### config.mk
export PLATFORM = sky130hd
export DESIGN_NAME = icb_regfile_slave_flat
export DESIGN_NICKNAME = d
export VERILOG_FILES = /design/src/rtl/icb_regfile_slave_if.sv /design/src/rtl/icb_regfile_slave.sv /design/src/flat_wrapper.sv
export SDC_FILE = /design/constraint.sdc
export NUM_CORES = 2
export LEC_CHECK = 0
export CORE_AREA = 5 5 606 608
export DETAILED_ROUTE_END_ITERATION = 7
export DIE_AREA = 0 0 611 613
export GPL_ROUTABILITY_DRIVEN = 0
export PLACE_DENSITY = 0.32
export SYNTH_ARGS = -nofsm -noshare
export SYNTH_HDL_FRONTEND = slang
export SYNTH_SLANG_ARGS = --single-unit
### constraint.sdc
create_clock -name clk -period 2 [get_ports clk]
set_input_delay 0.6 -clock clk [delete_from_list [all_inputs] [get_ports clk]]
set_output_delay 0.6 -clock clk [all_outputs]
set_load 0.01 [all_outputs]
### src/rtl/icb_regfile_slave_if.sv
// ---------------------------------------------------------------------------
// icb_regfile_slave_if
//
// ICB peripheral-port bundle between a bus master and the register-file
// slave. Command channel (valid/ready, address, read flag, write data and
// byte mask) and response channel (valid/ready, read data, error flag).
//
// Modports:
//   master - drives the command channel and rsp_ready
//   slave  - drives cmd_ready and the response channel
// ---------------------------------------------------------------------------
interface icb_regfile_slave_if;

    logic        i_icb_cmd_valid;
    logic        i_icb_cmd_ready;
    logic [31:0] i_icb_cmd_addr;
    logic        i_icb_cmd_read;
    logic [31:0] i_icb_cmd_wdata;
    logic [3:0]  i_icb_cmd_wmask;

    logic        i_icb_rsp_valid;
    logic        i_icb_rsp_ready;
    logic [31:0] i_icb_rsp_rdata;
    logic        i_icb_rsp_err;

    modport master (
        output i_icb_cmd_valid,
        output i_icb_cmd_addr,
        output i_icb_cmd_read,
        output i_icb_cmd_wdata,
        output i_icb_cmd_wmask,
        output i_icb_rsp_ready,
        input  i_icb_cmd_ready,
        input  i_icb_rsp_valid,
        input  i_icb_rsp_rdata,
        input  i_icb_rsp_err
    );

    modport slave (
        input  i_icb_cmd_valid,
        input  i_icb_cmd_addr,
        input  i_icb_cmd_read,
        input  i_icb_cmd_wdata,
        input  i_icb_cmd_wmask,
        input  i_icb_rsp_ready,
        output i_icb_cmd_ready,
        output i_icb_rsp_valid,
        output i_icb_rsp_rdata,
        output i_icb_rsp_err
    );

endinterface

### src/rtl/icb_regfile_slave.sv
// ---------------------------------------------------------------------------
// icb_regfile_slave
//
// Parametrised ICB register-file slave. Exposes NUM_RW software-writable
// control registers and NUM_RO hardware-driven status registers behind a
// single-slot registered response (one transaction per cycle when the
// master keeps rsp_ready high). Writes honour the byte mask; writes to the
// status window and any access outside the map return err = 1.
//
// Optional build macro: ICB_REGFILE_IRQ_EN
//   When defined, register NUM_RW-1 is a sticky IRQ status register
//   (set by irq_evt_i, write-1-to-clear, set beats clear) and register
//   NUM_RW-2 is its enable mask; irq_o is the registered OR of
//   status & enable. Needs NUM_RW >= 2. When undefined, every RW register
//   is plain, irq_evt_i is ignored and irq_o is tied low.
//
// Ports:
//   clk         clock
//   rst_n       asynchronous active-low reset
//   bus         ICB slave modport (command + response channels)
//   rw_regs_o   flattened RW registers, reg k = [32k+31:32k]
//   wr_pulse_o  one-cycle strobe per RW register, high the cycle after write
//   ro_regs_i   flattened status inputs, sampled when a read is accepted
//   irq_evt_i   interrupt event pulses (IRQ build only)
//   irq_o       interrupt output (0 in the default build)
// ---------------------------------------------------------------------------
module icb_regfile_slave #(
    parameter int NUM_RW   = 32,
    parameter int NUM_RO   = 12,
    parameter int IDX_W    = 7,
    parameter int ADDR_LSB = 2
) (
    input  logic                                     clk,
    input  logic                                     rst_n,
    icb_regfile_slave_if.slave                       bus,
    output logic [NUM_RW*32-1:0]                     rw_regs_o,
    output logic [NUM_RW-1:0]                        wr_pulse_o,
    input  logic [((NUM_RO > 0) ? NUM_RO : 1)*32-1:0] ro_regs_i,
    input  logic [31:0]                              irq_evt_i,
    output logic                                     irq_o
);

    // Decode boundaries widened to 32 bits so comparisons stay width-clean.
    localparam logic [31:0] RW_END   = 32'(NUM_RW);
    localparam logic [31:0] RO_END   = 32'(NUM_RW + NUM_RO);
    localparam logic [31:0] IDX_MASK = ((32'd1 << IDX_W) - 32'd1) << ADDR_LSB;

    logic [NUM_RW-1:0][31:0] rw_q;
    logic [NUM_RW-1:0]       wr_hit;
    logic [NUM_RW-1:0]       wr_pulse_q;

    logic [IDX_W-1:0] cmd_idx;
    logic [31:0]      idx_ext;
    logic             cmd_accept;
    logic             is_rw;
    logic             is_ro;
    logic [31:0]      byte_mask;
    logic [31:0]      rw_rdata;
    logic [31:0]      ro_rdata;
    logic [31:0]      rsp_rdata_next;
    logic             rsp_err_next;

    logic             rsp_valid_q;
    logic [31:0]      rsp_rdata_q;
    logic             rsp_err_q;

    // Address bits outside the index field carry no meaning for this block.
    logic unused_addr;
    assign unused_addr = ^(bus.i_icb_cmd_addr & ~IDX_MASK);

    assign cmd_idx = bus.i_icb_cmd_addr[ADDR_LSB +: IDX_W];
    assign idx_ext = 32'(cmd_idx);

    // The single response slot can take a new command whenever it is empty
    // or is being drained in this very cycle.
    assign bus.i_icb_cmd_ready = ~rsp_valid_q | bus.i_icb_rsp_ready;
    assign cmd_accept          = bus.i_icb_cmd_valid & bus.i_icb_cmd_ready;

    assign is_rw = (idx_ext < RW_END);
    assign is_ro = (idx_ext >= RW_END) && (idx_ext < RO_END);

    always_comb begin
        byte_mask = '0;
        for (int b = 0; b < 4; b++) begin
            byte_mask[8*b +: 8] = {8{bus.i_icb_cmd_wmask[b]}};
        end
    end

    // Read multiplexers written as compare loops so an index outside either
    // window simply yields zero instead of an out-of-range select.
    always_comb begin
        rw_rdata = '0;
        for (int k = 0; k < NUM_RW; k++) begin
            if (idx_ext == 32'(k)) begin
                rw_rdata = rw_q[k];
            end
        end
    end

    always_comb begin
        ro_rdata = '0;
        for (int k = 0; k < NUM_RO; k++) begin
            if (idx_ext == RW_END + 32'(k)) begin
                ro_rdata = ro_regs_i[32*k +: 32];
            end
        end
    end

    // Writes always answer with zero data; only a write into the RW window
    // or a read of a mapped register is error-free.
    always_comb begin
        rsp_rdata_next = '0;
        if (bus.i_icb_cmd_read) begin
            if (is_rw) begin
                rsp_rdata_next = rw_rdata;
            end else if (is_ro) begin
                rsp_rdata_next = ro_rdata;
            end
        end
        rsp_err_next = ~is_rw & ~(is_ro & bus.i_icb_cmd_read);
    end

    // RW register bank. Each register owns its flop; the IRQ build turns
    // the top register into a sticky status register.
    for (genvar k = 0; k < NUM_RW; k++) begin : g_rw
        logic [31:0] q;

        assign wr_hit[k] = cmd_accept & ~bus.i_icb_cmd_read & (idx_ext == 32'(k));
        assign rw_q[k]   = q;

`ifdef ICB_REGFILE_IRQ_EN
        if (k == NUM_RW - 1) begin : g_status
            // Clear first, then OR in new events so a same-cycle event wins.
            always_ff @(posedge clk or negedge rst_n) begin
                if (!rst_n) begin
                    q <= '0;
                end else begin
                    q <= (q & ~(wr_hit[k] ? (bus.i_icb_cmd_wdata & byte_mask) : 32'd0))
                         | irq_evt_i;
                end
            end
        end else begin : g_plain
            always_ff @(posedge clk or negedge rst_n) begin
                if (!rst_n) begin
                    q <= '0;
                end else if (wr_hit[k]) begin
                    q <= (q & ~byte_mask) | (bus.i_icb_cmd_wdata & byte_mask);
                end
            end
        end
`else
        always_ff @(posedge clk or negedge rst_n) begin
            if (!rst_n) begin
                q <= '0;
            end else if (wr_hit[k]) begin
                q <= (q & ~byte_mask) | (bus.i_icb_cmd_wdata & byte_mask);
            end
        end
`endif
    end

    assign rw_regs_o = rw_q;

    // Write strobes are delayed one cycle so they line up with the new
    // register value on rw_regs_o. An all-zero mask still strobes.
    always_ff @(posedge clk or negedge rst_n) begin
        if (!rst_n) begin
            wr_pulse_q <= '0;
        end else begin
            wr_pulse_q <= wr_hit;
        end
    end

    assign wr_pulse_o = wr_pulse_q;

    // Response slot: loads on every accept (including one that coincides
    // with the drain of the previous response) and empties on a drain with
    // no replacement. Data and error hold while the master stalls.
    always_ff @(posedge clk or negedge rst_n) begin
        if (!rst_n) begin
            rsp_valid_q <= 1'b0;
            rsp_rdata_q <= '0;
            rsp_err_q   <= 1'b0;
        end else if (cmd_accept) begin
            rsp_valid_q <= 1'b1;
            rsp_rdata_q <= rsp_rdata_next;
            rsp_err_q   <= rsp_err_next;
        end else if (bus.i_icb_rsp_ready) begin
            rsp_valid_q <= 1'b0;
        end
    end

    assign bus.i_icb_rsp_valid = rsp_valid_q;
    assign bus.i_icb_rsp_rdata = rsp_rdata_q;
    assign bus.i_icb_rsp_err   = rsp_err_q;

`ifdef ICB_REGFILE_IRQ_EN
    // Interrupt follows status & enable one cycle later.
    logic irq_q;

    always_ff @(posedge clk or negedge rst_n) begin
        if (!rst_n) begin
            irq_q <= 1'b0;
        end else begin
            irq_q <= |(rw_q[NUM_RW-1] & rw_q[NUM_RW-2]);
        end
    end

    assign irq_o = irq_q;
`else
    logic unused_evt;
    assign unused_evt = ^irq_evt_i;
    assign irq_o      = 1'b0;
`endif

endmodule

### src/flat_wrapper.sv
// flat-port wrapper written by rule: the top's interface ports become plain ports
module icb_regfile_slave_flat 
#(
    parameter int NUM_RW   = 32,
    parameter int NUM_RO   = 12,
    parameter int IDX_W    = 7,
    parameter int ADDR_LSB = 2
)
  (clk, rst_n, rw_regs_o, wr_pulse_o, ro_regs_i, irq_evt_i, irq_o, bus_i_icb_cmd_valid, bus_i_icb_cmd_addr, bus_i_icb_cmd_read, bus_i_icb_cmd_wdata, bus_i_icb_cmd_wmask, bus_i_icb_rsp_ready, bus_i_icb_cmd_ready, bus_i_icb_rsp_valid, bus_i_icb_rsp_rdata, bus_i_icb_rsp_err);
  icb_regfile_slave_if bus_i ();
  input  logic clk;
  input  logic rst_n;
  output logic [NUM_RW*32-1:0] rw_regs_o;
  output logic [NUM_RW-1:0] wr_pulse_o;
  input  logic [((NUM_RO > 0) ? NUM_RO : 1)*32-1:0] ro_regs_i;
  input  logic [31:0] irq_evt_i;
  output logic irq_o;
  input wire logic [$bits(bus_i.i_icb_cmd_valid)-1:0] bus_i_icb_cmd_valid;
  input wire logic [$bits(bus_i.i_icb_cmd_addr)-1:0] bus_i_icb_cmd_addr;
  input wire logic [$bits(bus_i.i_icb_cmd_read)-1:0] bus_i_icb_cmd_read;
  input wire logic [$bits(bus_i.i_icb_cmd_wdata)-1:0] bus_i_icb_cmd_wdata;
  input wire logic [$bits(bus_i.i_icb_cmd_wmask)-1:0] bus_i_icb_cmd_wmask;
  input wire logic [$bits(bus_i.i_icb_rsp_ready)-1:0] bus_i_icb_rsp_ready;
  output wire logic [$bits(bus_i.i_icb_cmd_ready)-1:0] bus_i_icb_cmd_ready;
  output wire logic [$bits(bus_i.i_icb_rsp_valid)-1:0] bus_i_icb_rsp_valid;
  output wire logic [$bits(bus_i.i_icb_rsp_rdata)-1:0] bus_i_icb_rsp_rdata;
  output wire logic [$bits(bus_i.i_icb_rsp_err)-1:0] bus_i_icb_rsp_err;
  assign bus_i.i_icb_cmd_valid = bus_i_icb_cmd_valid;
  assign bus_i.i_icb_cmd_addr = bus_i_icb_cmd_addr;
  assign bus_i.i_icb_cmd_read = bus_i_icb_cmd_read;
  assign bus_i.i_icb_cmd_wdata = bus_i_icb_cmd_wdata;
  assign bus_i.i_icb_cmd_wmask = bus_i_icb_cmd_wmask;
  assign bus_i.i_icb_rsp_ready = bus_i_icb_rsp_ready;
  assign bus_i_icb_cmd_ready = bus_i.i_icb_cmd_ready;
  assign bus_i_icb_rsp_valid = bus_i.i_icb_rsp_valid;
  assign bus_i_icb_rsp_rdata = bus_i.i_icb_rsp_rdata;
  assign bus_i_icb_rsp_err = bus_i.i_icb_rsp_err;
  icb_regfile_slave #(.NUM_RW(NUM_RW), .NUM_RO(NUM_RO), .IDX_W(IDX_W), .ADDR_LSB(ADDR_LSB)) u_core (.clk(clk), .rst_n(rst_n), .bus(bus_i), .rw_regs_o(rw_regs_o), .wr_pulse_o(wr_pulse_o), .ro_regs_i(ro_regs_i), .irq_evt_i(irq_evt_i), .irq_o(irq_o));
endmodule
==> parameters.txt <==
Parameter                              Value

Clock network
  Number of buffers created by CTS ... 150
  Clock slew at reported path FFs ... ~0.06 ns
  CTS Sinks ... around 1.1k
  CTS tree ... done
  Clock root buffer ... sky130_fd_sc_hd__clkbuf_16
  Clock latency reported for the late side of the worst-skew pair ... 0.88 ns
  Deepest clock path buffer count ... 4
  Number of H-tree levels ... 4

Setup path
  Number of cells on the worst reg-to-reg path ... 9
  Most Frequent Cell on Critical Path ... sky130_fd_sc_hd__buf_12
  Data required, critical path ... approximately 2.7 ns
  Kind of cell adding the most delay to the critical path ... simple AND/OR/NAND/NOR gates
  Critical Path End Type ... register
  Delay contributed by the slowest stage of the critical path ... about 0.50 ns
  CP Max Fanout ... 8
  Critical path, cell by cell ... nand2b_4 -> buf_8 -> nand2_4 -> or3_4 -> nor2_4 -> buf_12 -> nand2_2 -> buf_12 -> mux2_2
  Worst endpoint data arrival time ... 3.06 ns
  Flop-to-flop setup slack ... -0.34 ns
  Buf+Inv Stages, Crit Path ... 3
  Worst setup path class ... reg2reg
  Slowest cell on crit path ... sky130_fd_sc_hd__or3_4
  Worst setup SP type ... register
  Worst flop-to-flop path startpoint ... u_core.bus.i_icb_rsp_valid

Timing
  Period minus WS final ... between 2 and 2.5 ns
  Slew headroom ... 0.343
  Final period util ... 1.17
  Final setup violating endpoints ... 2082
  Max-slew violation count ... 0
  Fmax ... between 400 and 500 MHz
  Setup repair after global routing missed its margin ... yes
  Worst clock skew ... between 0.03 and 0.04 ns
  Final hold slack ... 0.276 ns
  Final total negative setup slack ... -316.56 ns
  Slew at the pin with the worst max-slew slack ... ~0.99 ns
  Number of failing hold endpoints at the final stage ... 0
  Setup ws final ... -0.335 ns

Route
  Length of the first detailed-routing pass in iterations ... 6
  Routed wire length per instance ... approximately 47 um
  Vias after detailed routing ... between 60k and 70k
  Number of nets with antenna violations after routing ... 0
  Post-detailed-routing wire length ... between 600000 and 700000 um
  Ratio of routed vias to standard cells ... 4.73
  Number of design-rule violations left by the first detailed-router iteration ... around 6.6k
  Number of remaining DRC errors ... 0

Global route
  Wire length of the first global-routing pass ... roughly 740000 um
  Number of global-route vias before repair ... between 50k and 60k
  Initial antenna violation count ... between 90 and 100
  Highest-utilization routing layer at the global route stage ... met2
  Maximum number of pins on one net before global-route repair ... roughly 110
  GR Util met1 ... 0.374
  Global Route met3 Usage ... 0.0951
  GRT Total Usage ... 0.308
  Global route total overflow ... 0
  Fraction of met2 tracks used by global routing ... 0.492

Yosys
  Number of flops mapped to enable cells by yosys ... 0
  Async set-or-reset flop fraction in the synthesized netlist ... 1.00
  Post-synth cell types ... a little under 90
  Synth Area per Inst ... between 10 and 15 um^2
  Sequential element share of the synthesized area ... 0.511
  Syn nets ... 5039
  Synth warn ... 0
  Flop and latch count out of synthesis ... between 1k and 1.5k
  Number of cells produced by synthesis ... between 4k and 5k
  Synthesized cell area ... ~53000 um^2
  Top FF cell, synth ... sky130_fd_sc_hd__dfrtp_1

Pwr
  Maximum VDD drop ... just under 0.5 mV
  Leak pwr ... around 0.050 uW
  Power Dens Cells ... around 590 nW/um^2

Die
  Die Area ... 375000 um^2
  Count of standard-cell rows ... 221
  Ports placed on the boundary ... between 1.5k and 2k
  Core Region ... 361000 um^2
  DIE HEIGHT ... roughly 610 um
  Initial standard-cell utilization of the core ... 0.148
  Overall die width ... 611 um

Run status
  Violations in the final reports ... setup timing
  Result of the run ... complete, but fails checks

Worst hold path
  Startpoint of the worst hold path ... bus_i_icb_cmd_wmask[0]
  Hold Crit Class ... in2reg
  Cell depth of the worst min-delay path ... 3

Layout
  Share of cells above drive strength 1 ... 0.593
  Filler cell count ... 37.8k
  Area delta synth->final ... 95.7%
  Number of nets in the final layout ... ~8.5k
  Area of all placed cells without fillers ... ~100000 um^2

Place
  Half-perimeter wire length after placement ... 501000 um
  Area after DPL ... between 90000 and 100000 um^2
  Port Buffer Count ... ~1.5k

Flow run
  Maximum Capacitance Violations ... 0
-- worst max-delay path by stage --
| stage | depth (start not counted) | startpoint | slack (ns) | end |
|---|---|---|---|---|
| final | 9 | u_core.bus.i_icb_rsp_valid | -0.34 | register |
| after global routing | 11 | u_core.bus.i_icb_rsp_valid | -0.34 | register |
| after CTS | 8 | u_core.bus.i_icb_rsp_valid | -0.33 | u_core.bus.i_icb_rsp_rdata[8] |
| after detailed placement | 14 | bus_i_icb_cmd_addr[8] | -2.69 | u_core.bus.i_icb_rsp_rdata[18] |
| after global placement | 14 | bus_i_icb_cmd_addr[8] | -2.77 | u_core.bus.i_icb_rsp_rdata[18] |
| after floorplan | 8 | bus_i_icb_cmd_addr[7] | -0.48 | register |
-- kinds of logic after synthesis --
family / count (synthesis) / share of synthesized area
buf+inv: 372 / 0.0308
compound gates: 1126 / 0.145
other cells: 1 / 0.0000703
mux: 1121 / 0.238
simple gates: 840 / 0.0748
flops: 1090 / 0.511
-- timing repair --
item,CTS,global route
cloned,3,9
hold buffers,1,0
setup buffers,199,390
endpoints found under the hold margin,129,0
gates resized for setup,2080,2618
setup endpoints to repair,2177,2147
pin swaps,76,154
-- metrics by stage --
stage | instances | setup slack [ns] | total power (uW) | util
floorplan | 4550 | -0.479 | 25300 | -
global placement | 12100 | -2.77 | 33000 | 0.251
detailed placement | 12100 | -2.69 | 33000 | 0.251
CTS | 12500 | -0.325 | 61400 | 0.271
global route | 12900 | -0.342 | 63200 | 0.289
finish | 12900 | -0.335 | 61700 | 0.289
-- layout by cell type, fill, tap and decap left out, types with 22 or more instances in the layout --
| cell | count |
|---|---|
| sky130_fd_sc_hd__o21ai_0 | 194 |
| sky130_fd_sc_hd__buf_6 | 652 |
| sky130_fd_sc_hd__nand2_1 | 218 |
| sky130_fd_sc_hd__clkdlybuf4s15_2 | 76 |
| sky130_fd_sc_hd__clkdlybuf4s50_1 | 418 |
| sky130_fd_sc_hd__a221oi_1 | 66 |
| sky130_fd_sc_hd__o22ai_1 | 43 |
| sky130_fd_sc_hd__a22o_1 | 38 |
| sky130_fd_sc_hd__a31oi_1 | 29 |
| sky130_fd_sc_hd__buf_8 | 35 |
| sky130_fd_sc_hd__o211ai_1 | 31 |
| sky130_fd_sc_hd__mux2i_1 | 56 |
| sky130_fd_sc_hd__diode_2 | 38 |
| sky130_fd_sc_hd__buf_2 | 25 |
| sky130_fd_sc_hd__nand4_1 | 22 |
| sky130_fd_sc_hd__nand2_4 | 48 |
| sky130_fd_sc_hd__nor2_4 | 62 |
| sky130_fd_sc_hd__a221oi_2 | 27 |
| sky130_fd_sc_hd__buf_12 | 459 |
| sky130_fd_sc_hd__clkbuf_16 | 160 |
| sky130_fd_sc_hd__nor2_1 | 171 |
| sky130_fd_sc_hd__clkbuf_8 | 29 |
| sky130_fd_sc_hd__nand3_1 | 38 |
| sky130_fd_sc_hd__clkbuf_1 | 32 |
| sky130_fd_sc_hd__nand2_8 | 23 |
| sky130_fd_sc_hd__dlygate4sd2_1 | 440 |
| sky130_fd_sc_hd__o2bb2ai_1 | 23 |
| sky130_fd_sc_hd__a22oi_1 | 120 |
| sky130_fd_sc_hd__o221ai_1 | 33 |
| sky130_fd_sc_hd__nand2_2 | 40 |
| sky130_fd_sc_hd__dfrtp_2 | 269 |
| sky130_fd_sc_hd__nor3_1 | 33 |
| sky130_fd_sc_hd__dfrtp_1 | 821 |
| sky130_fd_sc_hd__mux2_2 | 1035 |
| sky130_fd_sc_hd__o21ai_1 | 29 |
| sky130_fd_sc_hd__a222oi_1 | 24 |
| sky130_fd_sc_hd__buf_4 | 1499 |
| sky130_fd_sc_hd__a21oi_1 | 191 |
-- where the power goes --
group          total [uW]  internal (uW)  leakage, uW  switching, uW
clock               28200          16600      0.00241          11600
combinational       10500           4420       0.0329           6030
sequential          23100          22500       0.0147            553
total               61700          43600       0.0500          18100
-- per-layer routing --
layer	wire length (um)	share of wire
met4	40900	0.067
met5	72	0.00012
met1	239000	0.39
met3	53100	0.087
met2	275000	0.45
-- cell type report --
class	count	area (um^2)	area share
flip-flops and latches	1090	27600	0.264
repair buffers	3643	38100	0.365
well taps	4794	6000	0.0575
clock inverters	38	609	0.00584
inverters	8	40.0	0.000384
diodes	38	95.1	0.000911
clock buffers	212	4300	0.0412
multi-input cells	3088	27600	0.265
-- cell usage after synthesis (10+ instances only) --
library cell                number  share of area
sky130_fd_sc_hd__a2111oi_0      16         0.0026
sky130_fd_sc_hd__a211oi_1       23         0.0032
sky130_fd_sc_hd__a21o_1         10         0.0014
sky130_fd_sc_hd__a21oi_1       212          0.020
sky130_fd_sc_hd__a221o_1        20         0.0038
sky130_fd_sc_hd__a221oi_1      101          0.017
sky130_fd_sc_hd__a222oi_1       24         0.0045
sky130_fd_sc_hd__a22o_1         39         0.0064
sky130_fd_sc_hd__a22oi_1       135          0.019
sky130_fd_sc_hd__a2bb2oi_1      14         0.0023
sky130_fd_sc_hd__a31oi_1        32         0.0038
sky130_fd_sc_hd__a32oi_1        13         0.0021
sky130_fd_sc_hd__and3_1         12         0.0014
sky130_fd_sc_hd__buf_1          16         0.0011
sky130_fd_sc_hd__buf_2         112          0.011
sky130_fd_sc_hd__buf_4          24         0.0034
sky130_fd_sc_hd__clkbuf_1      210          0.015
sky130_fd_sc_hd__dfrtp_1      1090           0.51
sky130_fd_sc_hd__mux2_2       1049           0.22
sky130_fd_sc_hd__mux2i_1        57          0.011
sky130_fd_sc_hd__mux4_2         12         0.0051
sky130_fd_sc_hd__nand2_1       328          0.023
sky130_fd_sc_hd__nand2b_1       19         0.0022
sky130_fd_sc_hd__nand3_1        50         0.0047
sky130_fd_sc_hd__nand4_1        22         0.0026
sky130_fd_sc_hd__nor2_1        231          0.016
sky130_fd_sc_hd__nor2_2         17         0.0020
sky130_fd_sc_hd__nor2b_1        13         0.0015
sky130_fd_sc_hd__nor3_1         48         0.0045
sky130_fd_sc_hd__nor4_1         17         0.0020
sky130_fd_sc_hd__o2111ai_1      18         0.0030
sky130_fd_sc_hd__o211ai_1       31         0.0044
sky130_fd_sc_hd__o21a_1         11         0.0015
sky130_fd_sc_hd__o21ai_0       240          0.023
sky130_fd_sc_hd__o221ai_1       44         0.0072
sky130_fd_sc_hd__o22ai_1        47         0.0055
sky130_fd_sc_hd__o2bb2ai_1      23         0.0038
sky130_fd_sc_hd__o31ai_1        12         0.0017
sky130_fd_sc_hd__or3_1          13         0.0015
-- worst min-delay path: cells and delay by family --
| family | cells | cell delay, ns |
|---|---|---|
| buffers and inverters | 1 | 0.19 |
| multiplexers | 1 | 0.16 |
| AND/OR/NAND/NOR | 1 | 0.14 |
(Power assumes the default switching activity.)
